[src/rtl/axis_fifo_pkg.sv]
`default_nettype none
// ============================================================================
//  Module      : axis_fifo_pkg
//  Description : Shared width helpers and parameter legality checks for the
//                parametrised AXI4-Stream FIFO.
//  Revision    : 1.0 - initial release
// ============================================================================
package axis_fifo_pkg;

    // Pointer width: address bits plus one wrap bit.
    function automatic int ptr_width(input int depth);
        return $clog2(depth) + 1;
    endfunction

    // Number of TSTRB bits for a given TDATA width.
    function automatic int strb_width(input int data_width);
        return data_width / 8;
    endfunction

    // Width of one stored entry {tlast, tstrb, tdata}.
    function automatic int entry_width(input int data_width);
        return 1 + strb_width(data_width) + data_width;
    endfunction

    function automatic bit is_pow2(input int v);
        return (v > 0) && ((v & (v - 1)) == 0);
    endfunction

    // True when the parameter set describes a buildable FIFO.
    function automatic bit params_legal(input int data_width, input int depth,
                                        input int thresh);
        return (data_width >= 8) && ((data_width % 8) == 0) &&
               (depth >= 2) && is_pow2(depth) &&
               (thresh >= 1) && (thresh <= depth);
    endfunction

endpackage
`default_nettype wire

[src/rtl/axis_fifo_ram.sv]
`default_nettype none
// ============================================================================
//  Module      : axis_fifo_ram
//  Description : Storage array for the stream FIFO. Synchronous write port,
//                asynchronous read port; contents are never reset.
//  Revision    : 1.0 - initial release
// ============================================================================
module axis_fifo_ram #(
    parameter int WIDTH  = 8,
    parameter int DEPTH  = 2,
    parameter int ADDR_W = $clog2(DEPTH)
) (
    input  logic              clk,
    input  logic              i_wr_en,
    input  logic [ADDR_W-1:0] i_wr_addr,
    input  logic [WIDTH-1:0]  i_wr_data,
    input  logic [ADDR_W-1:0] i_rd_addr,
    output logic [WIDTH-1:0]  o_rd_data
);

    logic [WIDTH-1:0] mem_q [DEPTH];

    // Write the accepted word into its slot.
    always_ff @(posedge clk) begin
        if (i_wr_en) begin
            mem_q[i_wr_addr] <= i_wr_data;
        end
    end

    assign o_rd_data = mem_q[i_rd_addr];

endmodule
`default_nettype wire

[src/rtl/axis_fifo_param.sv]
`default_nettype none
// ============================================================================
//  Module      : axis_fifo_param
//  Description : Parametrised single-clock AXI4-Stream FIFO with TSTRB/TLAST,
//                exact full/empty, fill level, almost-full and first-word
//                fall-through output.
//                Define AXIS_FIFO_PACKET_MODE_EN for store-and-forward:
//                output is held back until a complete packet is stored
//                (or the FIFO is full, which forces cut-through).
//  Revision    : 1.0 - initial release
// ============================================================================
module axis_fifo_param
    import axis_fifo_pkg::*;
#(
    parameter int DATA_WIDTH         = 32,
    parameter int DEPTH              = 32,
    parameter int ALMOST_FULL_THRESH = DEPTH - 4
) (
    input  logic                    clock,
    input  logic                    resetN,
    input  logic [DATA_WIDTH-1:0]   dataIn,
    input  logic                    dataInTValid,
    output logic                    dataInTReady,
    input  logic                    dataInTLast,
    input  logic [DATA_WIDTH/8-1:0] dataInTStrb,
    output logic [DATA_WIDTH-1:0]   dataOut,
    output logic                    dataOutTValid,
    input  logic                    dataOutTReady,
    output logic                    dataOutTLast,
    output logic [DATA_WIDTH/8-1:0] dataOutTStrb,
    output logic [$clog2(DEPTH):0]  fillLevel,
    output logic                    almostFull
);

    localparam int c_ADDR_W  = $clog2(DEPTH);
    localparam int c_PTR_W   = ptr_width(DEPTH);
    localparam int c_STRB_W  = strb_width(DATA_WIDTH);
    localparam int c_ENTRY_W = entry_width(DATA_WIDTH);

    localparam logic [c_PTR_W-1:0] c_ONE    = c_PTR_W'(1);
    localparam logic [c_PTR_W-1:0] c_DEPTH  = c_PTR_W'(DEPTH);
    localparam logic [c_PTR_W-1:0] c_THRESH = c_PTR_W'(ALMOST_FULL_THRESH);

    typedef struct packed {
        logic                tlast;
        logic [c_STRB_W-1:0] tstrb;
        logic [DATA_WIDTH-1:0] tdata;
    } fifo_entry_t;

    // Refuse to elaborate an unusable configuration.
    if (!params_legal(DATA_WIDTH, DEPTH, ALMOST_FULL_THRESH)) begin : g_param_check
        $error("axis_fifo_param: illegal DATA_WIDTH/DEPTH/ALMOST_FULL_THRESH");
    end

    logic [c_PTR_W-1:0] wr_ptr_q, wr_ptr_d;
    logic [c_PTR_W-1:0] rd_ptr_q, rd_ptr_d;
    logic [c_PTR_W-1:0] fill_q, fill_d;
    logic               in_ready_q, in_ready_d;
    logic               almost_full_q, almost_full_d;

    logic               w_push;
    logic               w_pop;
    logic               w_empty;
    logic               w_out_valid;
    fifo_entry_t        w_wr_entry;
    fifo_entry_t        w_rd_entry;
    logic [c_ENTRY_W-1:0] w_rd_data;

    assign w_wr_entry = '{tlast: dataInTLast, tstrb: dataInTStrb, tdata: dataIn};
    assign w_rd_entry = fifo_entry_t'(w_rd_data);

    assign w_empty = (wr_ptr_q == rd_ptr_q);
    assign w_push  = dataInTValid && in_ready_q;
    assign w_pop   = w_out_valid && dataOutTReady;

    axis_fifo_ram #(
        .WIDTH  (c_ENTRY_W),
        .DEPTH  (DEPTH),
        .ADDR_W (c_ADDR_W)
    ) u_ram (
        .clk       (clock),
        .i_wr_en   (w_push),
        .i_wr_addr (wr_ptr_q[c_ADDR_W-1:0]),
        .i_wr_data (w_wr_entry),
        .i_rd_addr (rd_ptr_q[c_ADDR_W-1:0]),
        .o_rd_data (w_rd_data)
    );

`ifdef AXIS_FIFO_PACKET_MODE_EN
    logic [c_PTR_W-1:0] pkt_count_q, pkt_count_d;
    logic               w_full;
    logic               w_push_last;
    logic               w_pop_last;

    assign w_full = (wr_ptr_q[c_ADDR_W-1:0] == rd_ptr_q[c_ADDR_W-1:0]) &&
                    (wr_ptr_q[c_ADDR_W] != rd_ptr_q[c_ADDR_W]);

    // Full forces cut-through so a packet longer than DEPTH cannot deadlock.
    assign w_out_valid = !w_empty && ((pkt_count_q != '0) || w_full);

    assign w_push_last = w_push && dataInTLast;
    assign w_pop_last  = w_pop && w_rd_entry.tlast;

    // Track how many complete packets are currently stored.
    always_comb begin
        pkt_count_d = pkt_count_q;
        if (w_push_last && !w_pop_last) begin
            pkt_count_d = pkt_count_q + c_ONE;
        end else if (w_pop_last && !w_push_last) begin
            pkt_count_d = pkt_count_q - c_ONE;
        end
    end

    // Packet counter register; stored packets are discarded on reset.
    always_ff @(posedge clock or negedge resetN) begin
        if (!resetN) begin
            pkt_count_q <= '0;
        end else begin
            pkt_count_q <= pkt_count_d;
        end
    end
`else
    assign w_out_valid = !w_empty;
`endif

    // Next pointer, fill and registered status values.
    always_comb begin
        wr_ptr_d = wr_ptr_q;
        rd_ptr_d = rd_ptr_q;
        fill_d   = fill_q;
        if (w_push) begin
            wr_ptr_d = wr_ptr_q + c_ONE;
        end
        if (w_pop) begin
            rd_ptr_d = rd_ptr_q + c_ONE;
        end
        case ({w_push, w_pop})
            2'b10:   fill_d = fill_q + c_ONE;
            2'b01:   fill_d = fill_q - c_ONE;
            default: fill_d = fill_q;
        endcase
        in_ready_d    = !(fill_d == c_DEPTH);
        almost_full_d = (fill_d >= c_THRESH);
    end

    // State registers; ready stays low during reset and rises one edge after.
    always_ff @(posedge clock or negedge resetN) begin
        if (!resetN) begin
            wr_ptr_q      <= '0;
            rd_ptr_q      <= '0;
            fill_q        <= '0;
            in_ready_q    <= 1'b0;
            almost_full_q <= 1'b0;
        end else begin
            wr_ptr_q      <= wr_ptr_d;
            rd_ptr_q      <= rd_ptr_d;
            fill_q        <= fill_d;
            in_ready_q    <= in_ready_d;
            almost_full_q <= almost_full_d;
        end
    end

    assign dataInTReady  = in_ready_q;
    assign fillLevel     = fill_q;
    assign almostFull    = almost_full_q;
    assign dataOutTValid = w_out_valid;
    assign dataOut       = w_out_valid ? w_rd_entry.tdata : '0;
    assign dataOutTStrb  = w_out_valid ? w_rd_entry.tstrb : '0;
    assign dataOutTLast  = w_out_valid ? w_rd_entry.tlast : 1'b0;

endmodule
`default_nettype wire

[config.mk]
export PLATFORM = sky130hd
export DESIGN_NAME = axis_fifo_param
export DESIGN_NICKNAME = d
export VERILOG_FILES = /design/src/rtl/axis_fifo_pkg.sv /design/src/rtl/axis_fifo_ram.sv /design/src/rtl/axis_fifo_param.sv
export SDC_FILE = /design/constraint.sdc
export NUM_CORES = 1
export LEC_CHECK = 0
export BUFFER_PORTS_ARGS = -buffer_cell sky130_fd_sc_hd__buf_2
export CELL_PAD_IN_SITES_DETAIL_PLACEMENT = 2
export CELL_PAD_IN_SITES_GLOBAL_PLACEMENT = 2
export CORE_ASPECT_RATIO = 0.7
export CORE_MARGIN = 3
export CORE_UTILIZATION = 51
export CTS_CLUSTER_DIAMETER = 40
export DETAILED_ROUTE_END_ITERATION = 12
export HOLD_SLACK_MARGIN = 0.08
export PLACE_DENSITY_LB_ADDON = 0.1
export RECOVER_POWER = 25
export SYNTH_ARGS = -nofsm -noshare
export SYNTH_HDL_FRONTEND = slang
export SYNTH_SLANG_ARGS = --single-unit
[constraint.sdc]
create_clock -name clock -period 4.9 [get_ports clock]
set_input_delay 0.245 -clock clock [delete_from_list [all_inputs] [get_ports clock]]
set_output_delay 0.245 -clock clock [all_outputs]
set_load 0.05 [all_outputs]
==> flow_summary.ini, run 1 <==
[synth]
syn_nets = 1936
synthCells = 1888
yosys.area.top_type_share = 0.769
synth-simple-area-share = 0.0116
post_synth.cell_area_avg_um2 = 24.5
synthAdderAreaFrac = 0.00189
synthMuxAreaShare = 0.189
seq_area_frac_synth = 0.780
synth_area_leaders = edfxtp_1 (77%), mux4_2 (18%), dfrtp_1 (1.1%)
ys_dominant_reg_cell = edfxtp_1
synth_xor_area_frac = 0.00436
yosys.area.top_type = edfxtp_1
synthArstFlopShare = 0.0166
synth_compound_area_frac = 0.00192
syn_area_um2 = 46200
ys_ff_latch = 1204
synth_edf_count = 1184
synth_cell_types = 39
yosysWarningCount = 0
synth_top_family_by_area = multiplexers

[placement]
hpwl_mm = 76.0
place_congestion = 0.723
io_buffers = 86

[floorplan]
die_height_um = 258
initial_core_util = 0.520
row_count = 91
die_w_um = 366
ioPinCount = 87

[run_status]
outcome = did not finish
tool.error = [ERROR DPL-0033] detailed placement checks failed during check placement.
lastStage = detailed placement
==> stage by stage <==
| stage | instance area, um2 | instances |
|---|---|---|
| floorplan | 46200 | 1888 |
| global placement | 48600 | 3142 |
==> Yosys cell counts (all sizes together), types with 2 or more instances <==
cell / n
mux4: 370
nand2: 15
xor2: 3
dfrtp: 20
nand3b: 4
or2: 2
nand3: 4
inv: 10
edfxtp: 1184
nor2: 75
o21ai: 3
mux2: 2
ha: 7
clkbuf: 48
nor3: 2
buf: 53
or3b: 2
mux2i: 38
a21oi: 2
o31ai: 2
a221oi: 2
and2: 2
nand4: 6
xnor2: 20
or3: 3
nor3b: 2
==> cell families after synthesis <==
kind of cell / after synthesis
flip-flops: 1204
XOR/XNOR: 23
AO/OA/AOI/OAI: 13
multiplexers: 410
adder cells (fa/ha/maj): 7
buffers and inverters: 111
AND/OR/NAND/NOR: 120
==> inputs of run 2 (changes only) <==
- CELL_PAD_IN_SITES_DETAIL_PLACEMENT: 2 -> unset
- CELL_PAD_IN_SITES_GLOBAL_PLACEMENT: 2 -> unset
- CORE_ASPECT_RATIO: 0.7 -> unset
- CORE_UTILIZATION: 51 -> 40
- CTS_CLUSTER_DIAMETER: 40 -> unset
- HOLD_SLACK_MARGIN: 0.08 -> unset
- PLACE_DENSITY_LB_ADDON: 0.1 -> 0.15
==> run 2 against run 1 <==
  * The run now ends clean
  * Area after synthesis unchanged
  * Synthesized cell count is the same
==> flow_summary.ini, run 2 <==
[global_route]
track_usage = 0.198
grt_pass1_wl_mm = 168
grt_max_degree = 88
grt_pass1_vias = 22200
overflow = 0
antenna_found_initial = 4

[clock_tree]
clk_pin_slew_worst_paths_ns = 0.06
numClockSinks = 1204
post-cts-setup-buffer-count = 0
htreeDepth = 4
root_buffer = clkbuf_16
cts_tree = built
cts_buffer_depth = 3
clock_latency_ns = 0.74
cts-buffers-inserted = 130

[synth]
yosys.area.top_type = edfxtp_1
ys_ff_latch = 1204
synth_area_leaders = edfxtp_1 (77%), mux4_2 (18%), dfrtp_1 (1.1%)
yosys-top-cells-count = edfxtp_1 (1184), mux4_2 (370), nor2_1 (75), clkbuf_1 (48), mux2i_1 (38)
synth.most_common_cell = edfxtp_1
syn_area_um2 = 46200
seq_area_frac_synth = 0.780
synthCells = 1888
synthArstFlopShare = 0.0166
yosysWarningCount = 0
synth_edf_count = 1184
ys_dominant_reg_cell = edfxtp_1
synth_cell_types = 39
post_synth.cell_area_avg_um2 = 24.5
yosys.area.top_type_share = 0.769
syn_nets = 1936

[min_path]
hold_class = input pin to flop
min_to = rd_ptr_q[0]$_DFFE_PN0P_
min_from = dataOutTReady
min_path_cells = 3

[finish]
stdcell_area_um2 = 53500
final_core_util = 0.468
area_growth_pct = 15.8
nets = 2155
largest_reg_flops = 1184
final_common_cell = edfxtp_1
final_cell_mix = edfxtp_1 (1184), mux4_2 (370), clkbuf_16 (133)
top_register = u_ram.mem_q
layout-drive-gt1-share = 0.317

[worst_setup_path]
r2r-start = rd_ptr_q[0]$_DFFE_PN0P_
required_ns = 4.66
rrSetupSlack_ns = 1.46
cp-start-kind = flop
r2r-end = dataInTReady$_DFF_PN0_
worstRegToRegCells = 14
crit_type = flop to output port
critPathCaptureType = output port
arrival_ns = 3.97
cp_max_fo = 27

[timing]
slew_viol_final = 0
clock.fmax_mhz = 238
setup_viol = 0
maxSlewHeadroom = 0.114
fin_crit_sh = 0.859
period_minus_slack_ns = 4.21
fin_skew_ns = 0.0273
worst_pin_slew_ns = 1.33
fin_setup_tns_ns = 0
rsz0062_at_grt = false
hold_viol = 0

[detailed_routing]
routed_wl_mm = 117
vias = 21100
drtIter0Drc = 2018
viasPerCell = 5.68
drt_first_pass_iters = 5
ant_nets = 0
wl_per_cell_um = 31.5
drc = 0

[power_and_ir_drop]
peakVddDrop_mv = 0.422
leakage_nw = 16.6
pwr_density_cell_nw_per_um2 = 601

[floorplan]
die_height_um = 346
initial_core_util = 0.404
row_count = 124
ioPinCount = 87
core_um2 = 115000
die-area_um2 = 120000
die_w_um = 346

[run]
cap_viol_max_count = 0

[run_status]
outcome = finished, final reports clean

[placement]
hpwl_mm = 56.8
dpl_cell_area_um2 = 49100
place_congestion = 0.715
io_buffers = 86
-- run 2: layout make-up --
| class | count | area, um2 |
|---|---|---|
| fill | 9386 | 61000 |
| sequential | 1204 | 36100 |
| multi-input combinational | 573 | 9890 |
| clock buffer | 168 | 3460 |
| tap | 1512 | 1890 |
| timing repair buffer | 188 | 1570 |
| clock inverter | 66 | 609 |
| inverter | 10 | 37.5 |
| antenna | 2 | 5.00 |
-- run 2: report_power, final --
part           switching, W  leakage, nW  internal, W
clock               0.00395         1.97      0.00547
combinational       0.00608         3.77      0.00420
sequential         0.000373         10.9       0.0121
-- run 2: per-layer routing --
metal  share of wire  routed length (um)  GRT usage
met1            0.43               50600      0.279
met2            0.50               59200      0.328
met3           0.046                5340     0.0284
met4           0.018                2090     0.0477
met5         0.00011                  13          0
-- run 2: what timing repair did --
action,4_1_cts,5_1_grt
gates resized for setup,0,0
endpoints found under the hold margin,1181,0
hold buffers,40,0
-- run 2: kinds of logic (layout without fill, tap and decap cells) --
kind of cell | count (synthesis) | in the layout | synth area share
AOI/OAI and AO/OA | 13 | 13 | 0.00192
xor gates and xnor gates | 23 | 23 | 0.00436
adders and majority gates | 7 | 7 | 0.00189
buffers and inverters | 111 | 432 | 0.0114
DFF | 1204 | 1204 | 0.780
muxes | 410 | 410 | 0.189
other | 0 | 2 | 0
and+or+nand+nor | 120 | 120 | 0.0116
-- run 2: per-stage QoR --
stage	total power (W)	hold slack [ns]	std cells	setup slack [ns]
after floorplan	0.0200	-0.0506	1888	0.347
after global placement	0.0231	0.223	3447	1.30
after detailed placement	0.0232	0.232	3447	1.32
after CTS	0.0326	0.00114	3721	0.522
after global routing	0.0335	0.0406	3721	0.365
final	0.0322	0.0517	3723	0.690
-- run 2: how the worst max path moves through the flow --
stage                                 start  slack [ns]                      endpoint
floorplan            dataInTReady$_DFF_PN0_        0.35  u_ram.mem_q[23][0]$_DFFE_PP_
global placement    rd_ptr_q[0]$_DFFE_PN0P_        1.30                  dataOutTLast
detailed placement  rd_ptr_q[0]$_DFFE_PN0P_        1.32                  dataOutTLast
CTS                 rd_ptr_q[0]$_DFFE_PN0P_        0.52                  dataOutTLast
global route        rd_ptr_q[0]$_DFFE_PN0P_        0.37                   dataOut[27]
finish              rd_ptr_q[0]$_DFFE_PN0P_        0.69                  dataOutTLast
-- run 2: worst max-delay path, cell delays in order (launching register included) --
cell     delay [ns]
dfrtp_4        0.83
buf_4          0.50
buf_4          0.39
mux4_2         0.54
mux4_2         0.49
mux2i_1        0.17
nor2_1         0.05
buf_2          0.24
Power figures use the tool's default switching activity.
